File: config.mk
export PLATFORM = sky130hd
export DESIGN_NAME = apb_timer_mc
export DESIGN_NICKNAME = d
export VERILOG_FILES = /design/src/rtl/apb_timer_mc.sv
export SDC_FILE = /design/constraint.sdc
export NUM_CORES = 1
export LEC_CHECK = 0
export BUFFER_PORTS_ARGS = -buffer_cell sky130_fd_sc_hd__clkbuf_2
export CAP_MARGIN = 20
export CORE_AREA = 5 5 127 129
export DETAILED_ROUTE_END_ITERATION = 8
export DIE_AREA = 0 0 132 134
export GPL_ROUTABILITY_DRIVEN = 0
export PLACE_DENSITY = 0.75
export SETUP_SLACK_MARGIN = 0.5
export SYNTH_ARGS = -nofsm -noshare
export SYNTH_HDL_FRONTEND = slang
export SYNTH_SLANG_ARGS = --single-unit
File: constraint.sdc
create_clock -name pclk -period 4.7 [get_ports pclk]
set_clock_uncertainty 0.15 [all_clocks]
set_input_delay 0.705 -clock pclk [delete_from_list [all_inputs] [get_ports pclk]]
set_output_delay 0.705 -clock pclk [all_outputs]
set_load 0.01 [all_outputs]
File: src/rtl/apb_timer_mc.sv
// apb_timer_mc: NUM_CH-channel APB3 up/down timer with per-channel prescaler, reload and one-shot.
// Optional feature macro TIMER_IRQ_EN: enables TCR.IE and the registered irq output.
module apb_timer_mc #(
    parameter int NUM_CH    = 2,
    parameter int CNT_WIDTH = 16
) (
    input  logic              pclk,
    input  logic              preset_n,
    input  logic              psel,
    input  logic              penable,
    input  logic              pwrite,
    input  logic [7:0]        paddr,
    input  logic [31:0]       pwdata,
    output logic [31:0]       prdata,
    output logic              pready,
    output logic              pslverr,
    output logic [NUM_CH-1:0] ovf,
    output logic [NUM_CH-1:0] udf,
    output logic              irq
);

    localparam logic [3:0]           OFF_TDR  = 4'h0;
    localparam logic [3:0]           OFF_TCR  = 4'h4;
    localparam logic [3:0]           OFF_TSR  = 4'h8;
    localparam logic [3:0]           OFF_TCNT = 4'hC;
    localparam logic [3:0]           NUM_CH_L = 4'(NUM_CH);
    localparam logic [CNT_WIDTH-1:0] CNT_MAX  = {CNT_WIDTH{1'b1}};
    localparam logic [CNT_WIDTH-1:0] CNT_ZERO = {CNT_WIDTH{1'b0}};
    localparam logic [CNT_WIDTH-1:0] CNT_ONE  = {{(CNT_WIDTH-1){1'b0}}, 1'b1};
`ifdef TIMER_IRQ_EN
    localparam logic [7:0]           TCR_WMASK = 8'hFF;
`else
    localparam logic [7:0]           TCR_WMASK = 8'hBF;
`endif

    logic [CNT_WIDTH-1:0] tdr_q  [NUM_CH];
    logic [CNT_WIDTH-1:0] tdr_d  [NUM_CH];
    logic [7:0]           tcr_q  [NUM_CH];
    logic [7:0]           tcr_d  [NUM_CH];
    logic [1:0]           tsr_q  [NUM_CH];
    logic [1:0]           tsr_d  [NUM_CH];
    logic [CNT_WIDTH-1:0] tcnt_q [NUM_CH];
    logic [CNT_WIDTH-1:0] tcnt_d [NUM_CH];
    logic [7:0]           psc_q  [NUM_CH];
    logic [7:0]           psc_d  [NUM_CH];
    logic [7:0]           psc_lim_s [NUM_CH];
    logic                 irq_q;
    logic                 irq_d;

    logic [2:0]           ch_s;
    logic [3:0]           off_s;
    logic                 access_s;
    logic                 ch_ok_s;
    logic                 off_ok_s;
    logic                 wr_ok_s;
    logic                 rd_ok_s;
    logic [NUM_CH-1:0]    sel_s;
    logic [NUM_CH-1:0]    wr_tdr_s;
    logic [NUM_CH-1:0]    wr_tcr_s;
    logic [NUM_CH-1:0]    wr_tsr_s;
    logic [NUM_CH-1:0]    tick_s;
    logic [NUM_CH-1:0]    ovf_set_s;
    logic [NUM_CH-1:0]    udf_set_s;
    logic [31:0]          ch_rd_s;
    logic [31:0]          rd_mux_s;
    logic                 unused_s;

    assign unused_s = ^{paddr[7], pwdata};

    // Address decode: channel range, legal offsets, TCNT is read-only.
    always_comb begin
        ch_s     = paddr[6:4];
        off_s    = paddr[3:0];
        access_s = psel & penable;
        ch_ok_s  = ({1'b0, ch_s} < NUM_CH_L);
        case (off_s)
            OFF_TDR, OFF_TCR, OFF_TSR: off_ok_s = 1'b1;
            OFF_TCNT:                  off_ok_s = ~pwrite;
            default:                   off_ok_s = 1'b0;
        endcase
        wr_ok_s = access_s & pwrite & ch_ok_s & off_ok_s;
        rd_ok_s = access_s & ~pwrite & ch_ok_s & off_ok_s;
        for (int i = 0; i < NUM_CH; i++) begin
            sel_s[i] = (ch_s == 3'(i));
        end
    end

    // Read mux; zero outside a legal read access.
    always_comb begin
        rd_mux_s = 32'h0000_0000;
        ch_rd_s  = 32'h0000_0000;
        for (int i = 0; i < NUM_CH; i++) begin
            case (off_s)
                OFF_TDR:  ch_rd_s = 32'(tdr_q[i]);
                OFF_TCR:  ch_rd_s = 32'(tcr_q[i]);
                OFF_TSR:  ch_rd_s = 32'(tsr_q[i]);
                OFF_TCNT: ch_rd_s = 32'(tcnt_q[i]);
                default:  ch_rd_s = 32'h0000_0000;
            endcase
            rd_mux_s = rd_mux_s | (sel_s[i] ? ch_rd_s : 32'h0000_0000);
        end
        prdata  = rd_ok_s ? rd_mux_s : 32'h0000_0000;
        pslverr = access_s & ~(ch_ok_s & off_ok_s);
    end

    // Per-channel next state; a TCR write restarts the prescaler and suppresses that cycle's tick.
    always_comb begin
        for (int i = 0; i < NUM_CH; i++) begin
            wr_tdr_s[i]  = wr_ok_s & sel_s[i] & (off_s == OFF_TDR);
            wr_tcr_s[i]  = wr_ok_s & sel_s[i] & (off_s == OFF_TCR);
            wr_tsr_s[i]  = wr_ok_s & sel_s[i] & (off_s == OFF_TSR);
            psc_lim_s[i] = 8'((9'd2 << tcr_q[i][2:0]) - 9'd1);
            if (wr_tcr_s[i] || !tcr_q[i][4] || tcr_q[i][7]) begin
                psc_d[i]  = 8'h00;
                tick_s[i] = 1'b0;
            end else if (psc_q[i] == psc_lim_s[i]) begin
                psc_d[i]  = 8'h00;
                tick_s[i] = 1'b1;
            end else begin
                psc_d[i]  = psc_q[i] + 8'h01;
                tick_s[i] = 1'b0;
            end

            ovf_set_s[i] = 1'b0;
            udf_set_s[i] = 1'b0;
            if (tcr_q[i][7]) begin
                tcnt_d[i] = tdr_q[i];
            end else if (tick_s[i] && tcr_q[i][5]) begin
                tcnt_d[i]    = tcnt_q[i] - CNT_ONE;
                udf_set_s[i] = (tcnt_q[i] == CNT_ZERO);
            end else if (tick_s[i]) begin
                tcnt_d[i]    = tcnt_q[i] + CNT_ONE;
                ovf_set_s[i] = (tcnt_q[i] == CNT_MAX);
            end else begin
                tcnt_d[i] = tcnt_q[i];
            end

            if (wr_tcr_s[i]) begin
                tcr_d[i] = pwdata[7:0] & TCR_WMASK;
            end else if (tcr_q[i][3] && (ovf_set_s[i] || udf_set_s[i])) begin
                tcr_d[i] = tcr_q[i] & 8'hEF;
            end else begin
                tcr_d[i] = tcr_q[i];
            end

            tdr_d[i] = wr_tdr_s[i] ? pwdata[CNT_WIDTH-1:0] : tdr_q[i];
            tsr_d[i] = (tsr_q[i] & ~(wr_tsr_s[i] ? pwdata[1:0] : 2'b00))
                     | {udf_set_s[i], ovf_set_s[i]};
        end
    end

    // Interrupt request: any channel with IE set and a pending flag.
    always_comb begin
        irq_d = 1'b0;
`ifdef TIMER_IRQ_EN
        for (int i = 0; i < NUM_CH; i++) begin
            irq_d = irq_d | (tcr_q[i][6] & (|tsr_q[i]));
        end
`endif
    end

    // State registers.
    always_ff @(posedge pclk or negedge preset_n) begin
        if (!preset_n) begin
            for (int i = 0; i < NUM_CH; i++) begin
                tdr_q[i]  <= CNT_ZERO;
                tcr_q[i]  <= 8'h00;
                tsr_q[i]  <= 2'b00;
                tcnt_q[i] <= CNT_ZERO;
                psc_q[i]  <= 8'h00;
            end
            irq_q <= 1'b0;
        end else begin
            for (int i = 0; i < NUM_CH; i++) begin
                tdr_q[i]  <= tdr_d[i];
                tcr_q[i]  <= tcr_d[i];
                tsr_q[i]  <= tsr_d[i];
                tcnt_q[i] <= tcnt_d[i];
                psc_q[i]  <= psc_d[i];
            end
            irq_q <= irq_d;
        end
    end

    // Status flag outputs.
    always_comb begin
        for (int i = 0; i < NUM_CH; i++) begin
            ovf[i] = tsr_q[i][0];
            udf[i] = tsr_q[i][1];
        end
    end

    assign pready = 1'b1;
    assign irq    = irq_q;

endmodule

==> results.sh, run 1 <==
export IMPL_async_flop_share=1.00
export IMPL_r2r_cells=15
export IMPL_finalSetupViolCount=0
export IMPL_io_buffers=48
export IMPL_slowest_delay_ns=0.49
export IMPL_swShare=0.304
export IMPL_dr_total_vias=5739
export IMPL_p_switching_uw=589
export IMPL_antenna_cells=0
export IMPL_grt_usage=0.200
export IMPL_clk_pin_slew_ns=0.07
export IMPL_intPower_uw=1350
export IMPL_worstSetupPathType="register to register"
export IMPL_initial_core_util=0.441
export IMPL_ys_seq_area_frac=0.373
export IMPL_met3_usage=0.0533
export IMPL_yosysTopAreaCellShare=0.373
export IMPL_grt_pass1_vias=5538
export IMPL_yosys_area_share_simple=0.233
export IMPL_start_kind="register"
export IMPL_crit_fanout=11
export IMPL_synth_area_leader_cell="dfrtp_1"
export IMPL_totalWireLength_um=17200
export IMPL_worstPathCellList="or3_1, ha_1, xor2_1, mux2i_1, o21bai_1, nor4b_2, nand2_1, xnor2_1, ha_1, nor2_2, nand2b_1, or4_1, o21ai_0, mux2_2, o21ai_0"
export IMPL_synth_compound_area_frac=0.182
export IMPL_drcViolationCount=0
export IMPL_critPathTopFamily="simple AND/OR/NAND/NOR gates"
export IMPL_relSlewSlack=0.382
export IMPL_holdBufCountCts=0
export IMPL_worst_slew_pin_slew_ns=0.927
export IMPL_gr_usage_met2=0.290
export IMPL_min_period_over_period=0.826
export IMPL_status="finished, final reports clean"
export IMPL_fin_area_mm2=0.00723
export IMPL_viasPerCell=6.07
export IMPL_critical_path_required_ns=4.78
export IMPL_synth_top_family_by_area="simple AND/OR/NAND/NOR gates"
export IMPL_grt_max_degree=72
export IMPL_ys_types=69
export IMPL_hp_class="primary input to async pin"
export IMPL_cts_tree="yes"
export IMPL_power_frac_seq=0.505
export IMPL_synth_xor_area_frac=0.0293
export IMPL_fin_util=0.485
export IMPL_clockRootBuffer="clkbuf_16"
export IMPL_wl_per_cell_um=18.2
export IMPL_cp_depth=15
export IMPL_synth_area_mux_share=0.109
export IMPL_clock_path_buffers=2
export IMPL_antenna_found_initial=0
export IMPL_grt_pass1_wl_um=29100
export IMPL_nets=802
export IMPL_ant_nets=0
export IMPL_setup_slack_ns=0.817
export IMPL_cp_end_kind="register"
export IMPL_fp_dieArea_mm2=0.0177
export IMPL_crit_slowest_cell="dfrtp_2"
export IMPL_fin_crit_ns=3.88
export IMPL_numCtsBuffers=9
export IMPL_p_per_area_mw_per_mm2=269
export IMPL_rsz0062_at_grt="no"
export IMPL_synth_area_leaders="dfrtp_1 37%, mux2_2 8.0%, nor2_1 4.4%, o211ai_1 3.0%, nand2_1 2.9%"
export IMPL_overflow=0
export IMPL_p_comb_frac=0.128
export IMPL_ys_ff_latch=98
export IMPL_synth_edf_count=0
export IMPL_row_count=45
export IMPL_syn_cell_area_mm2=0.00658
export IMPL_cts_sinks=98
export IMPL_grt_busiest_layer="met1"
export IMPL_num_io_pins=84
export IMPL_htreeDepth=3
export IMPL_drt_iter0_drc=481
export IMPL_use_met1=0.297
export IMPL_dpl_cell_area_mm2=0.00689
export IMPL_maxCapViolations=0
export IMPL_dominantRegCellSynth="dfrtp_1"
export IMPL_coreArea_mm2=0.0149
export IMPL_area_growth_pct=9.87
export IMPL_tns_ns=0
export IMPL_arrival_ns=3.97
export IMPL_netlist_instances=731
export IMPL_slew_viol_final=0
export IMPL_hold_viol=0
export IMPL_insertion_delay_ns=0.36
export IMPL_synth_fa_ha_area_frac=0.00951
export IMPL_p_leak_uw=0.00321
export IMPL_drive_above_1_share=0.197
export IMPL_max_freq_mhz=258
export IMPL_yosysWarningCount=0
export IMPL_die_y_um=134
export IMPL_p_clk_frac=0.367
export IMPL_place_hpwl_um=11900
export IMPL_ir_worst_vdd_mv=0.260
export IMPL_first_pass_iters=5
export IMPL_die_w_um=132
export IMPL_path_buf_inv=0
export IMPL_syn_area_per_cell_um2=9.00
export IMPL_post_place_ws_ns=0.637
[sequential cells by signal, summed over array words and instances (netlist names)]
signal  cells
tcnt_q     32
psc_q      16
ovf         2
tdr_q      32
udf         2
tcr_q      14
[routing by layer]
metal  wire (um)  vias up
li1            -     2715
met3        1460       24
met1        8140     2777
met2        7380      223
met5           0        -
met4         252        0
[path summary, 6_finish.rpt]
kind	from	end	slack, ns
worst max register to register	tcr_q[0]$_DFFE_PN0N_	tcnt_q[12]$_DFFE_PN0P_	0.82
max in group asynchronous	preset_n	tcr_q[0]$_DFFE_PN0N_	3.15
min in group pclk	tdr_q[23]$_DFFE_PN0P_	tcnt_q[23]$_DFFE_PN0P_	0.37
worst min-delay path	preset_n	psc_q[6]$_DFF_PN0_	0.32
worst max-delay path	tcr_q[0]$_DFFE_PN0N_	tcnt_q[12]$_DFFE_PN0P_	0.82
worst min register to register	tdr_q[23]$_DFFE_PN0P_	tcnt_q[23]$_DFFE_PN0P_	0.37
[power groups by stage]
stage | clock, uW | combinational (uW) | sequential, uW
2_1_floorplan | 0 | 220 | 937
3_3_place_gp | 0 | 238 | 992
3_5_place_dp | 0 | 243 | 995
4_1_cts | 729 | 244 | 978
5_1_grt | 759 | 282 | 994
6_report | 713 | 248 | 980
[kinds of logic (layout without fill, tap and decap cells)]
family          Yosys count  after routing
buf+inv                  90            100
simple gates            287            287
xor+xnor                 22             22
mux                      63             63
fa+ha+maj                 5              5
flops                    98             98
other cells               2             18
compound gates          164            164
[layout make-up]
class | count | area [um2]
clock buffers | 9 | 225
clock inverters | 7 | 53.8
fillers | 1395 | 7690
inverters | 18 | 67.6
multi-input cells | 559 | 3810
flip-flops and latches | 98 | 2460
well taps | 188 | 235
repair buffers | 66 | 378
[metrics by stage]
stage          hold slack [ns]  power (uW)  instances
4_1_cts                  0.347        1950        941
6_report                 0.320        1940        945
3_5_place_dp             0.353        1240        925
3_3_place_gp             0.350        1230        925
5_1_grt                  0.392        2040        945
2_1_floorplan            0.259        1160        747
[Yosys cell counts, types with 3 or more instances]
cell	n
a31oi_1	10
buf_4	18
buf_2	9
or3_1	11
nor2b_1	4
o211ai_1	26
or4_1	9
o31ai_1	7
ha_1	5
a221oi_1	8
and3b_1	3
xor2_1	13
and2_1	25
o311ai_0	3
mux2_2	47
dfrtp_1	98
inv_1	18
and3_1	12
nand2b_1	6
clkbuf_1	42
a21oi_1	13
nor3_1	19
a211o_1	4
nor4b_1	4
nand4_1	6
a2bb2oi_1	3
mux2i_1	14
o31a_1	3
a211oi_1	20
nor2_1	78
nand2_1	51
nand3_1	30
and4_1	5
o21ai_0	21
nand3b_1	3
a22oi_1	15
a22o_1	6
xnor2_1	9
nor4_1	7
a32oi_1	9
[worst reg2reg max path: stages (launching register included)]
cell and delay, ns:
dfrtp_2 0.49, or3_1 0.33, ha_1 0.30, xor2_1 0.26, mux2i_1 0.27, o21bai_1 0.14
nor4b_2 0.29, nand2_1 0.11, xnor2_1 0.15, ha_1 0.23, nor2_2 0.14, nand2b_1 0.11
or4_1 0.39, o21ai_0 0.13, mux2_2 0.20, o21ai_0 0.07
[placed cells by master (no fill, tap or decap), drive strengths merged, types with 7 or more instances in the layout]
cell type and n:
a211oi 20, o211ai 26, o21ai 21, nor3 19
xor2 13, nor2 78, a21oi 13, mux2i 14
clkbuf 56, inv 20, dfrtp 98, conb 18
and2 25, a31oi 10, nor4 8, nand2 51
or4 9, a32oi 9, o31ai 7, a221oi 8
nand3 30, mux2 47, or3 11, a22oi 15
buf 19, and3 12, xnor2 9
[what timing repair did]
action	CTS	global route
resized for setup	0	8
endpoints found under the setup margin	0	5
buffers inserted	0	4
Power figures use the tool's default switching activity.
==> run 2, diff against run 1 <==
--- a/config.mk
+++ b/config.mk
@@ -11,7 +11,7 @@
 export DETAILED_ROUTE_END_ITERATION = 8
 export DIE_AREA = 0 0 132 134
 export GPL_ROUTABILITY_DRIVEN = 0
-export PLACE_DENSITY = 0.75
+export PLACE_DENSITY = 0.78
 export SETUP_SLACK_MARGIN = 0.5
 export SYNTH_ARGS = -nofsm -noshare
 export SYNTH_HDL_FRONTEND = slang
==> constraint.sdc (replaced) <==
create_clock -name pclk -period 3.5 [get_ports pclk]
set_clock_uncertainty 0.15 [all_clocks]
set_input_delay 0.525 -clock pclk [delete_from_list [all_inputs] [get_ports pclk]]
set_output_delay 0.525 -clock pclk [all_outputs]
set_load 0.01 [all_outputs]
==> run 2 against run 1 <==
Net effect:
- the run now ends with setup timing left
- combinational power rose by 63%
- register-to-register slack worse by 0.84 ns
- die area unchanged
- sequential power increased by 35%
- worst hold slack worse by 0.32 ns
- critical endpoint unchanged
- power rose by 43%
- utilization up 6.3 points
==> results.sh, run 2 (synthesis gave the netlist of run 1 again) <==
export IMPL_status="finished with violations"
export IMPL_violations="setup timing"
export IMPL_cp_end_kind="register"
export IMPL_arrival_ns=3.61
export IMPL_initial_core_util=0.441
export IMPL_grt_pass1_wl_um=29500
export IMPL_swShare=0.304
export IMPL_num_io_pins=84
export IMPL_htreeDepth=3
export IMPL_ir_worst_vdd_mv=0.273
export IMPL_worst_slew_pin_slew_ns=0.732
export IMPL_reg2reg_to="tcnt_q[12]$_DFFE_PN0P_"
export IMPL_nets=847
export IMPL_grt_pass1_vias=5662
export IMPL_totalWireLength_um=18600
export IMPL_die_w_um=132
export IMPL_maxCapViolations=0
export IMPL_numCtsBuffers=9
export IMPL_ant_nets=0
export IMPL_coreArea_mm2=0.0149
export IMPL_fin_util=0.547
export IMPL_p_switching_uw=843
export IMPL_fp_dieArea_mm2=0.0177
export IMPL_endpoint="tcnt_q[12]$_DFFE_PN0P_"
export IMPL_clock_path_buffers=2
export IMPL_die_y_um=134
export IMPL_r2r_start="tcr_q[1]$_DFFE_PN0N_"
export IMPL_path_buf_inv=0
export IMPL_post_place_ws_ns=-0.108
export IMPL_setup_slack_ns=-0.0266
export IMPL_dr_total_vias=6016
export IMPL_start_kind="register"
export IMPL_io_buffers=48
export IMPL_antenna_found_initial=0
export IMPL_cp_depth=15
export IMPL_slowest_delay_ns=0.42
export IMPL_relSlewSlack=0.508
export IMPL_hold_viol=0
export IMPL_finalSetupViolCount=3
export IMPL_r2r_cells=15
export IMPL_rsz0062_at_grt="yes"
export IMPL_place_hpwl_um=12600
export IMPL_critPathTopFamily="simple AND/OR/NAND/NOR gates"
export IMPL_fin_crit_ns=3.53
export IMPL_drcViolationCount=0
export IMPL_worstSetupPathType="register to register"
export IMPL_antenna_cells=0
export IMPL_first_pass_iters=5
export IMPL_r2r_slack_ns=-0.03
export IMPL_crit_fanout=3
export IMPL_crit_start="tcr_q[1]$_DFFE_PN0N_"
export IMPL_crit_slowest_cell="or4_4"
export IMPL_row_count=45
export IMPL_p_leak_uw=0.00358
export IMPL_wl_per_cell_um=18.7
export IMPL_overflow=0
export IMPL_clk_pin_slew_ns=0.07
export IMPL_drt_iter0_drc=498
export IMPL_cts_tree="yes"
export IMPL_cpMostUsedCell="ha_4"
export IMPL_cts_sinks=98
export IMPL_intPower_uw=1930
export IMPL_grt_usage=0.202
export IMPL_area_growth_pct=24.1
export IMPL_min_period_over_period=1.01
export IMPL_viasPerCell=6.08
export IMPL_clockRootBuffer="clkbuf_16"
export IMPL_max_freq_mhz=284
export IMPL_power_frac_seq=0.478
export IMPL_hp_class="primary input to async pin"
export IMPL_critical_path_required_ns=3.58
export IMPL_drive_above_1_share=0.312
export IMPL_tns_ns=-0.0678
export IMPL_p_per_area_mw_per_mm2=340
export IMPL_p_comb_frac=0.146
export IMPL_slew_viol_final=0
export IMPL_largest_registers="tcnt_q (32), tdr_q (32), psc_q (16)"
export IMPL_holdBufCountCts=0
export IMPL_layout_commonest_cell="dfrtp_1"
export IMPL_mostFrequentLayoutCells="96 x dfrtp_1, 72 x nor2_1, 49 x nand2_1"
export IMPL_p_clk_frac=0.377
export IMPL_grt_max_degree=48
export IMPL_insertion_delay_ns=0.36
export IMPL_worstPathCellList="or3_4, ha_4, xor2_2, o2111ai_2, o21bai_4, nor4b_4, nand2_2, xnor2_2, ha_4, nor2_4, nand2b_4, or4_4, o21ai_2, mux2_2, o21ai_0"
[run 2: cell count changes in the layout (fill, tap and decap cells not counted), sizes merged]
| cell | previous run | this run |
|---|---|---|
| bufinv | 0 | 1 |
| buf | 19 | 80 |
| inv | 20 | 21 |
| clkinv | 3 | 1 |
| clkbuf | 56 | 40 |
[run 2: power by group through the flow]
stage	clock network (uW)	logic [uW]	registers (uW)
global route	1110	447	1340
detailed placement	0	357	1340
global placement	0	343	1330
CTS	1060	380	1310
finish	1040	405	1320
floorplan	0	307	1260
[run 2: worst min-delay path by stage]
stage,from,endpoint,slack [ns],depth (start not counted)
after floorplan,preset_n,ovf[0]$_DFF_PN0_,0.08,0
after global placement,tdr_q[15]$_DFFE_PN0P_,tcnt_q[15]$_DFFE_PN0P_,0.34,2
after detailed placement,tdr_q[19]$_DFFE_PN0P_,tcnt_q[19]$_DFFE_PN0P_,0.35,2
after CTS,preset_n,psc_q[8]$_DFF_PN0_,0.03,1
after global routing,preset_n,psc_q[12]$_DFF_PN0_,0.04,1
final,preset_n,psc_q[12]$_DFF_PN0_,0.003,1
[run 2: repair_timing]
| action | 4_1_cts | 5_1_grt |
|---|---|---|
| cloned | 0 | 0 |
| pin swaps | 30 | 36 |
| hold endpoints to repair | 0 | 0 |
| setup buffers | 10 | 12 |
| gates resized for setup | 41 | 65 |
| setup endpoints to repair | 27 | 34 |
[run 2: final cells by class]
type                       instances  area [um2]
sequential                        98        2450
fill                            1287        6750
tap                              188         235
timing repair buffer             111         838
clock inverter                     7        85.1
multi-input combinational        559        4260
inverter                          18        70.1
clock buffer                       9         225
[run 2: through the flow]
stage	hold slack [ns]	instances	power [uW]	instance area (um2)
4_1_cts	0.0263	978	2760	7850
6_report	0.00262	990	2770	8170
3_3_place_gp	0.342	951	1680	7220
3_5_place_dp	0.351	952	1690	7240
2_1_floorplan	0.0794	747	1570	6800
5_1_grt	0.0361	990	2890	8170
[run 2: worst register-to-register path: cells and delay by family (launching register included)]
family	cells	cell delay, ns
AOI/OAI and AO/OA	4	0.50
adders and majority gates	2	0.50
and+or+nand+nor	6	1.38
xor gates and xnor gates	2	0.34
DFF	1	0.38
muxes	1	0.16
[run 2: layer usage]
metal	vias up	wire, um	GRT usage
li1	2798	-	-
met1	2966	8400	0.296
met2	234	8570	0.302
met3	18	1380	0.0499
met4	0	208	0.0486
met5	-	0	0
==> run 3, diff against run 2 <==
--- a/config.mk
+++ b/config.mk
@@ -7,11 +7,13 @@
 export LEC_CHECK = 0
 export BUFFER_PORTS_ARGS = -buffer_cell sky130_fd_sc_hd__clkbuf_2
 export CAP_MARGIN = 20
-export CORE_AREA = 5 5 127 129
+export CELL_PAD_IN_SITES_DETAIL_PLACEMENT = 0
+export CELL_PAD_IN_SITES_GLOBAL_PLACEMENT = 1
+export CORE_AREA = 5 5 133 135
 export DETAILED_ROUTE_END_ITERATION = 8
-export DIE_AREA = 0 0 132 134
+export DIE_AREA = 0 0 138 140
 export GPL_ROUTABILITY_DRIVEN = 0
-export PLACE_DENSITY = 0.78
+export PLACE_DENSITY = 0.88
 export SETUP_SLACK_MARGIN = 0.5
 export SYNTH_ARGS = -nofsm -noshare
 export SYNTH_HDL_FRONTEND = slang
==> run 3 against run 2 <==
Net effect:
- the run still ends with setup timing left
- die area rose by 9.2%
- clock power about the same
- via count down 2.1%
- worst hold slack better by 0.046 ns
- critical endpoint unchanged
- largest cell class unchanged
==> results.sh, run 3 (synthesis gave the netlist of run 1 again) <==
export IMPL_status="finished with violations"
export IMPL_violations="setup timing"
export IMPL_whs_ns=0.0486
export IMPL_nets=832
export IMPL_worst_slew_pin_slew_ns=0.699
export IMPL_cts_sinks=98
export IMPL_drt_iter0_drc=401
export IMPL_area_growth_pct=21.4
export IMPL_grt_pass1_vias=5618
export IMPL_rsz0062_at_grt="yes"
export IMPL_relSlewSlack=0.534
export IMPL_cts_tree="yes"
export IMPL_clock_path_buffers=2
export IMPL_place_hpwl_um=12900
export IMPL_clockRootBuffer="clkbuf_16"
export IMPL_hold_viol=0
export IMPL_cpMostUsedCell="ha_4"
export IMPL_grt_max_degree=52
export IMPL_io_buffers=48
export IMPL_ir_worst_vdd_mv=0.310
export IMPL_wl_per_cell_um=18.4
export IMPL_dpl_cell_area_mm2=0.00728
export IMPL_first_pass_iters=5
export IMPL_numCtsBuffers=9
export IMPL_fp_dieArea_mm2=0.0193
export IMPL_r2r_slack_ns=-0.09
export IMPL_totalWireLength_um=18600
export IMPL_fin_util=0.489
export IMPL_clk_pin_slew_ns=0.07
export IMPL_finalSetupViolCount=2
export IMPL_slowest_delay_ns=0.43
export IMPL_fin_crit_ns=3.59
export IMPL_viasPerCell=5.85
export IMPL_overflow=0
export IMPL_drcViolationCount=0
export IMPL_row_count=47
export IMPL_drive_above_1_share=0.299
export IMPL_worstSetupPathType="register to register"
export IMPL_initial_core_util=0.402
export IMPL_min_period_over_period=1.03
export IMPL_largest_registers="tcnt_q (32), tdr_q (32), psc_q (16)"
export IMPL_coreArea_mm2=0.0163
export IMPL_maxCapViolations=0
export IMPL_insertion_delay_ns=0.36
export IMPL_die_w_um=138
export IMPL_slew_viol_final=0
export IMPL_antenna_found_initial=0
export IMPL_antenna_cells=0
export IMPL_critical_path_required_ns=3.60
export IMPL_cp_end_kind="register"
export IMPL_dr_total_vias=5888
export IMPL_arrival_ns=3.69
export IMPL_layout_commonest_cell="dfrtp_1"
export IMPL_crit_fanout=5
export IMPL_num_io_pins=84
export IMPL_die_y_um=140
export IMPL_hp_class="primary input to async pin"
export IMPL_crit_slowest_cell="or4_4"
export IMPL_p_leak_uw=0.00350
export IMPL_holdBufCountCts=0
export IMPL_worstPathCellList="or3_4, ha_4, xor2_4, mux2i_4, o21bai_4, nor4b_4, nand2_2, xnor2_2, ha_4, nor2_4, nand2b_4, or4_4, o21ai_4, mux2_4, o21ai_2"
export IMPL_fin_area_mm2=0.00799
export IMPL_max_freq_mhz=279
export IMPL_htreeDepth=3
export IMPL_grt_pass1_wl_um=29900
export IMPL_post_place_ws_ns=-0.123
export IMPL_p_per_area_mw_per_mm2=346
export IMPL_grt_usage=0.190
export IMPL_tns_ns=-0.127
export IMPL_ant_nets=0
export IMPL_setup_slack_ns=-0.0896
export IMPL_mostFrequentLayoutCells="97 x dfrtp_1, 74 x nor2_1, 49 x nand2_1"
export IMPL_start_kind="register"
## run 3: changes by cell type in the layout (fill, tap and decap cells not counted), sizes merged
cell    change
buf        -27
clkbuf     +12
clkinv      +1
inv         -1
## run 3: what timing repair did
action,CTS,global route
setup endpoints to repair,26,22
gates resized for setup,23,53
pin swaps,18,35
buffers inserted,2,4
## run 3: through the flow
step                      total power, uW  instances
after floorplan                      1570        747
after global placement               1690        985
after detailed placement             1700        985
after CTS                            2760       1003
after global routing                 2900       1007
final                                2760       1007
## run 3: cell type report
class                      count  area (um2)
clock buffer                   9         225
sequential                    98        2450
multi-input combinational    559        4240
tap                          220         275
clock inverter                 7        77.6
inverter                      18        67.6
fill                        1587        8360
timing repair buffer          96         652
## run 3: where the power goes
part	switching (uW)	internal, uW	leakage, uW
combinational	226	169	0.00203
sequential	131	1190	0.00132
clock	483	562	0.000145
## run 3: final timing paths
path	startpoint	to	cells after the start
hold / removal	preset_n	psc_q[9]$_DFF_PN0_	1
setup reg to reg	tcr_q[1]$_DFFE_PN0N_	tcnt_q[12]$_DFFE_PN0P_	15
max in group asynchronous	preset_n	tcnt_q[10]$_DFFE_PN0P_	2
hold reg to reg	tdr_q[20]$_DFFE_PN0P_	tcnt_q[20]$_DFFE_PN0P_	2
setup / recovery	tcr_q[1]$_DFFE_PN0N_	tcnt_q[12]$_DFFE_PN0P_	15
min in group pclk	pwdata[11]	tdr_q[11]$_DFFE_PN0P_	2
## run 3: critical path, delay by kind of cell (launching register included)
| kind | cells | cell delay [ns] |
|---|---|---|
| AOI/OAI and AO/OA | 3 | 0.22 |
| and+or+nand+nor | 6 | 1.47 |
| DFF | 1 | 0.38 |
| muxes | 2 | 0.47 |
| xor gates and xnor gates | 2 | 0.38 |
| adders and majority gates | 2 | 0.40 |
## run 3: per-layer routing
| metal | up-vias | share of wire | global-route usage |
|---|---|---|---|
| li1 | 2776 | - | - |
| met1 | 2880 | 0.47 | 0.281 |
| met2 | 205 | 0.44 | 0.284 |
| met3 | 27 | 0.067 | 0.0399 |
| met4 | 0 | 0.015 | 0.0510 |
| met5 | - | 0 | 0 |
